`src/rtl/ns_txpkt_pkg.sv`:
```
// Shared types and helpers for the TX packet generator.
package ns_txpkt_pkg;

  typedef enum logic [1:0] {
    IDLE = 2'd0,
    SEND = 2'd1,
    GAP  = 2'd2
  } tx_state_e;

  localparam int LANE_W = 64;

  // Widest keep vector the helper can build; covers data widths up to 2048 bits.
  localparam int KEEP_MAX = 256;

  // One 64-bit lane of the deterministic beat pattern.
  function automatic logic [LANE_W-1:0] lane_word(input logic [31:0] seq,
                                                  input logic [15:0] beat,
                                                  input logic [15:0] lane);
    return {seq, beat, lane};
  endfunction

  // Byte enables for a beat: full unless this is the last beat of a packet
  // with a nonzero remainder, in which case only the low nbytes are set.
  function automatic logic [KEEP_MAX-1:0] keep_of_bytes(input logic [15:0] nbytes,
                                                        input logic        is_last);
    logic [KEEP_MAX-1:0] k;
    for (int i = 0; i < KEEP_MAX; i++) begin
      k[i] = !is_last || (nbytes == 16'd0) || (i < int'(nbytes));
    end
    return k;
  endfunction

endpackage

```
`src/rtl/ns_txpkt_gen_pattern.sv`:
```
// Combinational beat builder: data pattern and byte enables for one beat.
module ns_beat_pattern
  import ns_txpkt_pkg::*;
#(
  parameter int DW = 512
) (
  input  logic [31:0]     seq,
  input  logic [15:0]     beat,
  input  logic [15:0]     rem_bytes,
  input  logic            is_last,
  output logic [DW-1:0]   tdata,
  output logic [DW/8-1:0] tkeep
);

  localparam int NLANE = DW / LANE_W;
  localparam int KW    = DW / 8;

  // Every lane carries the pattern, including lanes masked off by tkeep.
  always_comb begin
    tdata = '0;
    for (int k = 0; k < NLANE; k++) begin
      tdata[k*LANE_W +: LANE_W] = lane_word(seq, beat, 16'(k));
    end
    tkeep = KW'(keep_of_bytes(rem_bytes, is_last));
  end

endmodule

```
`src/rtl/ns_txpkt_gen.sv`:
```
// Programmable burst generator of fixed-length patterned packets for a CMAC
// TX stream, with a running count of completed packets.
//
//   state | meaning
//   IDLE  | waiting for start; stream quiet, stop ignored
//   SEND  | presenting beats; tvalid held high for the whole packet
//   GAP   | inter-packet idle, down-counting the latched gap length
module ns_txpkt_gen
  import ns_txpkt_pkg::*;
#(
  parameter int DW = 512
) (
  input  logic            clk,
  input  logic            aresetn,
  input  logic            start,
  input  logic            stop,
  input  logic [15:0]     packet_length,
  input  logic [31:0]     packet_count,
  input  logic [15:0]     gap_cycles,
  output logic [DW-1:0]   axis_tx_tdata,
  output logic [DW/8-1:0] axis_tx_tkeep,
  output logic            axis_tx_tlast,
  output logic            axis_tx_tvalid,
  input  logic            axis_tx_tready,
  output logic            busy,
  output logic [63:0]     packets_sent
);

  localparam int KW = DW / 8;
  localparam int RW = $clog2(KW);

  tx_state_e       state_q, state_d;
  logic [31:0]     seq_q, seq_d;
  logic [15:0]     beat_q, beat_d;
  logic [31:0]     remaining_q, remaining_d;
  logic [31:0]     count_q, count_d;
  logic [15:0]     gap_q, gap_d;
  logic [15:0]     gap_cnt_q, gap_cnt_d;
  logic [15:0]     last_idx_q, last_idx_d;
  logic [15:0]     rem_q, rem_d;
  logic            stop_flag_q, stop_flag_d;
  logic            tvalid_q, tvalid_d;
  logic            tlast_q, tlast_d;
  logic [DW-1:0]   tdata_q, tdata_d;
  logic [KW-1:0]   tkeep_q, tkeep_d;
  logic [63:0]     sent_q, sent_d;

  logic [31:0]     pat_seq;
  logic [15:0]     pat_beat;
  logic [15:0]     pat_rem;
  logic            pat_last;
  logic            load_beat;
  logic [DW-1:0]   pat_tdata;
  logic [KW-1:0]   pat_tkeep;

  logic [15:0]     start_last_idx;
  logic [15:0]     start_rem;
  logic            hs;
  logic            stop_seen;

  // Last beat index and tail byte count derived from a candidate length (len >= 1).
  always_comb begin
    start_last_idx = (packet_length - 16'd1) >> RW;
    start_rem      = 16'(packet_length[RW-1:0]);
  end

  ns_beat_pattern #(.DW(DW)) u_pattern (
    .seq       (pat_seq),
    .beat      (pat_beat),
    .rem_bytes (pat_rem),
    .is_last   (pat_last),
    .tdata     (pat_tdata),
    .tkeep     (pat_tkeep)
  );

  // Next-state logic; load_beat selects the beat the output registers take next.
  always_comb begin
    state_d     = state_q;
    seq_d       = seq_q;
    beat_d      = beat_q;
    remaining_d = remaining_q;
    count_d     = count_q;
    gap_d       = gap_q;
    gap_cnt_d   = gap_cnt_q;
    last_idx_d  = last_idx_q;
    rem_d       = rem_q;
    stop_flag_d = stop_flag_q;
    tvalid_d    = tvalid_q;
    tlast_d     = tlast_q;
    sent_d      = sent_q;
    pat_seq     = seq_q;
    pat_beat    = beat_q;
    pat_rem     = rem_q;
    pat_last    = 1'b0;
    load_beat   = 1'b0;

    hs        = tvalid_q & axis_tx_tready;
    stop_seen = stop_flag_q | stop;

    case (state_q)
      IDLE: begin
        if (start && (packet_length != 16'd0)) begin
          count_d     = packet_count;
          gap_d       = gap_cycles;
          last_idx_d  = start_last_idx;
          rem_d       = start_rem;
          seq_d       = 32'd0;
          beat_d      = 16'd0;
          remaining_d = packet_count;
          state_d     = SEND;
          tvalid_d    = 1'b1;
          pat_seq     = 32'd0;
          pat_beat    = 16'd0;
          pat_rem     = start_rem;
          pat_last    = (start_last_idx == 16'd0);
          load_beat   = 1'b1;
        end
      end

      SEND: begin
        stop_flag_d = stop_seen;
        if (hs) begin
          if (tlast_q) begin
            sent_d = sent_q + 64'd1;
            seq_d  = seq_q + 32'd1;
            beat_d = 16'd0;
            if (count_q != 32'd0) begin
              remaining_d = remaining_q - 32'd1;
            end
            if (stop_seen || ((count_q != 32'd0) && (remaining_q == 32'd1))) begin
              state_d     = IDLE;
              tvalid_d    = 1'b0;
              tlast_d     = 1'b0;
              stop_flag_d = 1'b0;
            end else if (gap_q != 16'd0) begin
              state_d   = GAP;
              gap_cnt_d = gap_q;
              tvalid_d  = 1'b0;
              tlast_d   = 1'b0;
            end else begin
              pat_seq   = seq_q + 32'd1;
              pat_beat  = 16'd0;
              pat_last  = (last_idx_q == 16'd0);
              load_beat = 1'b1;
            end
          end else begin
            beat_d    = beat_q + 16'd1;
            pat_beat  = beat_q + 16'd1;
            pat_last  = ((beat_q + 16'd1) == last_idx_q);
            load_beat = 1'b1;
          end
        end
      end

      GAP: begin
        if (stop_seen) begin
          state_d     = IDLE;
          stop_flag_d = 1'b0;
        end else begin
          gap_cnt_d = gap_cnt_q - 16'd1;
          if (gap_cnt_q == 16'd1) begin
            state_d   = SEND;
            tvalid_d  = 1'b1;
            pat_seq   = seq_q;
            pat_beat  = 16'd0;
            pat_last  = (last_idx_q == 16'd0);
            load_beat = 1'b1;
          end
        end
      end

      default: begin
        state_d     = IDLE;
        tvalid_d    = 1'b0;
        tlast_d     = 1'b0;
        stop_flag_d = 1'b0;
      end
    endcase

    if (load_beat) begin
      tlast_d = pat_last;
    end
  end

  // Data and keep only change when a new beat is loaded, so a stalled beat holds.
  always_comb begin
    tdata_d = load_beat ? pat_tdata : tdata_q;
    tkeep_d = load_beat ? pat_tkeep : tkeep_q;
  end

  // State and registered stream outputs.
  always_ff @(posedge clk or negedge aresetn) begin
    if (!aresetn) begin
      state_q     <= IDLE;
      seq_q       <= '0;
      beat_q      <= '0;
      remaining_q <= '0;
      count_q     <= '0;
      gap_q       <= '0;
      gap_cnt_q   <= '0;
      last_idx_q  <= '0;
      rem_q       <= '0;
      stop_flag_q <= 1'b0;
      tvalid_q    <= 1'b0;
      tlast_q     <= 1'b0;
      tdata_q     <= '0;
      tkeep_q     <= '0;
      sent_q      <= '0;
    end else begin
      state_q     <= state_d;
      seq_q       <= seq_d;
      beat_q      <= beat_d;
      remaining_q <= remaining_d;
      count_q     <= count_d;
      gap_q       <= gap_d;
      gap_cnt_q   <= gap_cnt_d;
      last_idx_q  <= last_idx_d;
      rem_q       <= rem_d;
      stop_flag_q <= stop_flag_d;
      tvalid_q    <= tvalid_d;
      tlast_q     <= tlast_d;
      tdata_q     <= tdata_d;
      tkeep_q     <= tkeep_d;
      sent_q      <= sent_d;
    end
  end

  assign axis_tx_tdata  = tdata_q;
  assign axis_tx_tkeep  = tkeep_q;
  assign axis_tx_tlast  = tlast_q;
  assign axis_tx_tvalid = tvalid_q;
  assign busy           = (state_q != IDLE);
  assign packets_sent   = sent_q;

endmodule

```
`config.mk`:
```
export PLATFORM = sky130hd
export DESIGN_NAME = ns_txpkt_gen
export DESIGN_NICKNAME = d
export VERILOG_FILES = /design/src/rtl/ns_txpkt_pkg.sv /design/src/rtl/ns_txpkt_gen_pattern.sv /design/src/rtl/ns_txpkt_gen.sv
export SDC_FILE = /design/constraint.sdc
export NUM_CORES = 1
export LEC_CHECK = 0
export ABC_AREA = 1
export BUFFER_PORTS_ARGS = -buffer_cell sky130_fd_sc_hd__buf_2
export CAP_MARGIN = 20
export CORE_AREA = 2 2 276 278
export CTS_CLUSTER_SIZE = 10
export DETAILED_ROUTE_END_ITERATION = 8
export DIE_AREA = 0 0 278 280
export GPL_ROUTABILITY_DRIVEN = 0
export HOLD_SLACK_MARGIN = 0.12
export PLACE_DENSITY_LB_ADDON = 0.3
export SLEW_MARGIN = 0
export SYNTH_ARGS = -nofsm -noshare
export SYNTH_HDL_FRONTEND = slang
export SYNTH_SLANG_ARGS = --single-unit
```
`constraint.sdc`:
```
create_clock -name clk -period 3.33 [get_ports clk]
set_clock_uncertainty 0.15 [all_clocks]
set_input_delay 0.4995 -clock clk [delete_from_list [all_inputs] [get_ports clk]]
set_output_delay 0.4995 -clock clk [all_outputs]
set_load 0.1 [all_outputs]
```
==> out/metrics.cfg <==
[run_status]
status=finished clean

[sta]
worstMarginPinSlew_ns=0.781
finalHoldViolCount=0
hold_ws_ns=0.193
finalMaxSlewViolations=0
period_share=0.873
timing.slew.headroom=0.479
final.min_clock_period_ns=2.91
grt_setup_unrepaired=false
final.setup.worst_slack_ns=0.421
max_clock_freq_ghz=0.344
setup_viol=0

[clocking]
worstSkewPairLatency_ns=0.57
path_clk_slew_ns=0.06
clock-root-buffer=sky130_fd_sc_hd__clkbuf_16
cts_hold_buffers=49
post_cts_buffers=0
numCtsBuffers=46
cts.htree.levels=2
cts_tree=yes
ctsResizeCount=0
clkSinkCount=352
ctsLongestPathBuffers=3

[placed_design]
placement.setup.worst_slack_ns=-0.104
dp.cells=4400
place_hpwl_um=56000
numPortBuffers=595

[global_route]
grt.total_usage=0.181
grt_remaining_overflow=0
antenna_found_initial=10
largest_net_degree_at_the_start_of_global_routing=77
first_global_vias=19300
grt_pass1_wl_um=111000

[critical_path]
worst_endpoint_data_arrival_time_ns=3.22
cp_max_fo=23
largest_incremental_delay_on_the_critical_path_ns=0.49
reg2reg_slack_ns=0.42
worstReg2RegEnd=axis_tx_tkeep[46]$_DFFE_PN0P_
cp-start-kind=flop
path_common_cell=sky130_fd_sc_hd__nand2_1
setup.worst_path.end_class=flop
r2r_cells=18
cp_slowest_cell=sky130_fd_sc_hd__dfrtp_1
worst-setup-path-type=flop to flop
startpoint=beat_q[0]$_DFFE_PN0P_
rr_startpoint=beat_q[0]$_DFFE_PN0P_
worstPathBufferInverterCount=3
worstPathCellList=inv_1, nor2_2, nand2_1, nand2_1, nand2_1, nand2_1, nand2_1, nor2_1, nand2_1, nor2_1, nand2_1, nand2_1, nand2_1, nand2_2, buf_12, nand3_1, nand2_1, inv_1
crit_family=simple AND/OR/NAND/NOR gates
cp_required_ns=3.64

[floorplan]
die_width_um=278
floorplan.die.height_um=280
initial_utilization=0.308
design.core.area_um2=75200
die_area_um2=77800
number_of_rows_in_the_core_area=101
boundaryPins=712

[synthesis]
mappedNetlistArea_um2=23200
synth.area.top_cells=sky130_fd_sc_hd__dfrtp_1 (38%), sky130_fd_sc_hd__buf_4 (15%), sky130_fd_sc_hd__nand2_1 (12%)
synthesis.instances=3171
syn_area_per_cell_um2=7.30
yosysSeqAreaShare=0.380
postSynthRegisterBits=352
synth_largest_type_area_fraction=0.380
yosys.area.top_type=sky130_fd_sc_hd__dfrtp_1
synth-edff-count=0
fraction_of_registers_with_async_set_reset=1.00
yosys_warnings=0
dominantRegCellSynth=sky130_fd_sc_hd__dfrtp_1
synth.distinct_cells=54

[drt]
routed_via_density=4.55
route.antenna.remaining_nets=0
detail_route.wirelength_um=73000
detailroute.wirelength.met3_um=4180
met1_length_um=31600
first_pass_iters=6
post-route-drc-count=0
detailroute.via_count=20600
detail_route.iter0.violations=1375
wl_met2_um=35200
dr.max_layer_used=met5
route.detailed.wl_per_inst_um=16.1

[hold_path]
hold_start=packet_length[0]
worstHoldPathType=input port to flop
timing.hold.worst_endpoint=rem_q[0]$_DFF_PN0_
hold_path_depth=3

[run]
timing.max_cap.violations=0

[layout]
flow.area_growth_from_synthesis_pct=15.6
final_net_count=3596
finalNonFillerCells=4526
drive_gt1_frac=0.242

## flip-flops by register name (all words and copies together) (netlist names), 32 cells and up
name / count
axis_tx_tkeep: 64
packets_sent: 64
axis_tx_tdata: 49
count_q: 32
remaining_q: 32
seq_q: 32
## cells in the mapped netlist, drive strengths merged, types with 2 or more instances
| master | number |
|---|---|
| clkinv | 2 |
| or2 | 68 |
| buf | 495 |
| nor3 | 59 |
| dfrtp | 352 |
| nor2 | 310 |
| nand3 | 191 |
| o221ai | 3 |
| a31oi | 14 |
| a211oi | 2 |
| xnor2 | 20 |
| a21oi | 67 |
| o31ai | 2 |
| o211ai | 13 |
| clkbuf | 62 |
| nand4 | 63 |
| nand3b | 11 |
| nand2 | 729 |
| xor2 | 78 |
| ha | 7 |
| nor4 | 19 |
| o21ai | 208 |
| o22ai | 21 |
| o41ai | 2 |
| o21a | 2 |
| inv | 357 |
## area by class of cell
| cell class | instances | area, um^2 |
|---|---|---|
| Clock inverter | 11 | 86.3 |
| Tap cell | 978 | 1220 |
| Inverter | 359 | 1350 |
| Fill cell | 8010 | 48400 |
| Sequential cell | 352 | 8810 |
| Antenna cell | 1 | 2.50 |
| Timing Repair Buffer | 743 | 4400 |
| Multi-Input combinational cell | 2018 | 9590 |
| Clock buffer | 64 | 1320 |
## placed cells by master (no fill, tap or decap), types with 13 or more instances in the layout
| cell type | synthesis | routed |
|---|---|---|
| sky130_fd_sc_hd__a31oi_1 | 13 | 13 |
| sky130_fd_sc_hd__a21oi_1 | 67 | 67 |
| sky130_fd_sc_hd__buf_12 | 0 | 14 |
| sky130_fd_sc_hd__nand4_1 | 62 | 62 |
| sky130_fd_sc_hd__nor3_1 | 56 | 56 |
| sky130_fd_sc_hd__or2_2 | 63 | 63 |
| sky130_fd_sc_hd__nor2_1 | 296 | 296 |
| sky130_fd_sc_hd__xnor2_1 | 20 | 20 |
| sky130_fd_sc_hd__dlygate4sd3_1 | 0 | 49 |
| sky130_fd_sc_hd__o22ai_1 | 21 | 21 |
| sky130_fd_sc_hd__buf_4 | 463 | 85 |
| sky130_fd_sc_hd__clkbuf_16 | 0 | 47 |
| sky130_fd_sc_hd__dfrtp_1 | 352 | 352 |
| sky130_fd_sc_hd__nor4_1 | 19 | 19 |
| sky130_fd_sc_hd__o211ai_1 | 13 | 13 |
| sky130_fd_sc_hd__xor2_1 | 78 | 78 |
| sky130_fd_sc_hd__nand3_1 | 190 | 190 |
| sky130_fd_sc_hd__o21ai_0 | 204 | 204 |
| sky130_fd_sc_hd__conb_1 | 1 | 116 |
| sky130_fd_sc_hd__nand2_1 | 725 | 724 |
| sky130_fd_sc_hd__inv_1 | 347 | 346 |
| sky130_fd_sc_hd__buf_2 | 27 | 594 |
## logic make-up after synthesis
logic type,count (synthesis),share of synthesized area
muxes,1,0.000432
other,1,0.000162
buffers and inverters,916,0.225
DFF,352,0.380
and+or+nand+nor,1453,0.272
AOI/OAI and AO/OA,342,0.0801
adders and majority gates,7,0.00378
xor gates and xnor gates,99,0.0380
## how the worst max path moves through the flow
stage	to	cells past startpoint
after floorplan	packets_sent[48]$_DFFE_PN0P_	15
after CTS	axis_tx_tdata[480]$_DFFE_PN0P_	11
after global placement	axis_tx_tkeep[47]$_DFFE_PN0P_	16
after detailed placement	axis_tx_tkeep[46]$_DFFE_PN0P_	16
after global routing	axis_tx_tdata[502]$_DFFE_PN0P_	15
final	axis_tx_tkeep[46]$_DFFE_PN0P_	18
## worst reg2reg max path: stages (launching register included)
cell	delay (ns)
sky130_fd_sc_hd__dfrtp_1	0.49
sky130_fd_sc_hd__inv_1	0.14
sky130_fd_sc_hd__nor2_2	0.35
sky130_fd_sc_hd__nand2_1	0.18
sky130_fd_sc_hd__nand2_1	0.09
sky130_fd_sc_hd__nand2_1	0.05
sky130_fd_sc_hd__nand2_1	0.09
sky130_fd_sc_hd__nand2_1	0.07
sky130_fd_sc_hd__nor2_1	0.10
sky130_fd_sc_hd__nand2_1	0.05
sky130_fd_sc_hd__nor2_1	0.09
sky130_fd_sc_hd__nand2_1	0.08
sky130_fd_sc_hd__nand2_1	0.06
sky130_fd_sc_hd__nand2_1	0.05
sky130_fd_sc_hd__nand2_2	0.31
sky130_fd_sc_hd__buf_12	0.23
sky130_fd_sc_hd__nand3_1	0.12
sky130_fd_sc_hd__nand2_1	0.08
sky130_fd_sc_hd__inv_1	0.04
## stage by stage
step,area [um^2],util,TNS (ns)
after floorplan,23600,-,0
after global placement,24900,0.331,-2.45
after detailed placement,24900,0.331,-3.85
after CTS,26800,0.356,0
after global routing,26800,0.356,0
final,26800,0.356,0
## per-layer routing
| metal | vias up | global-route usage |
|---|---|---|
| met5 | - | 0 |
| met4 | 16 | 0.0518 |
| met3 | 130 | 0.0321 |
| met2 | 699 | 0.312 |
| met1 | 9587 | 0.231 |
| li1 | 10100 | - |
Power is left out: the tool's default activity adds up to more than one toggle a clock period on the data nets, which glitch-free logic cannot reach.
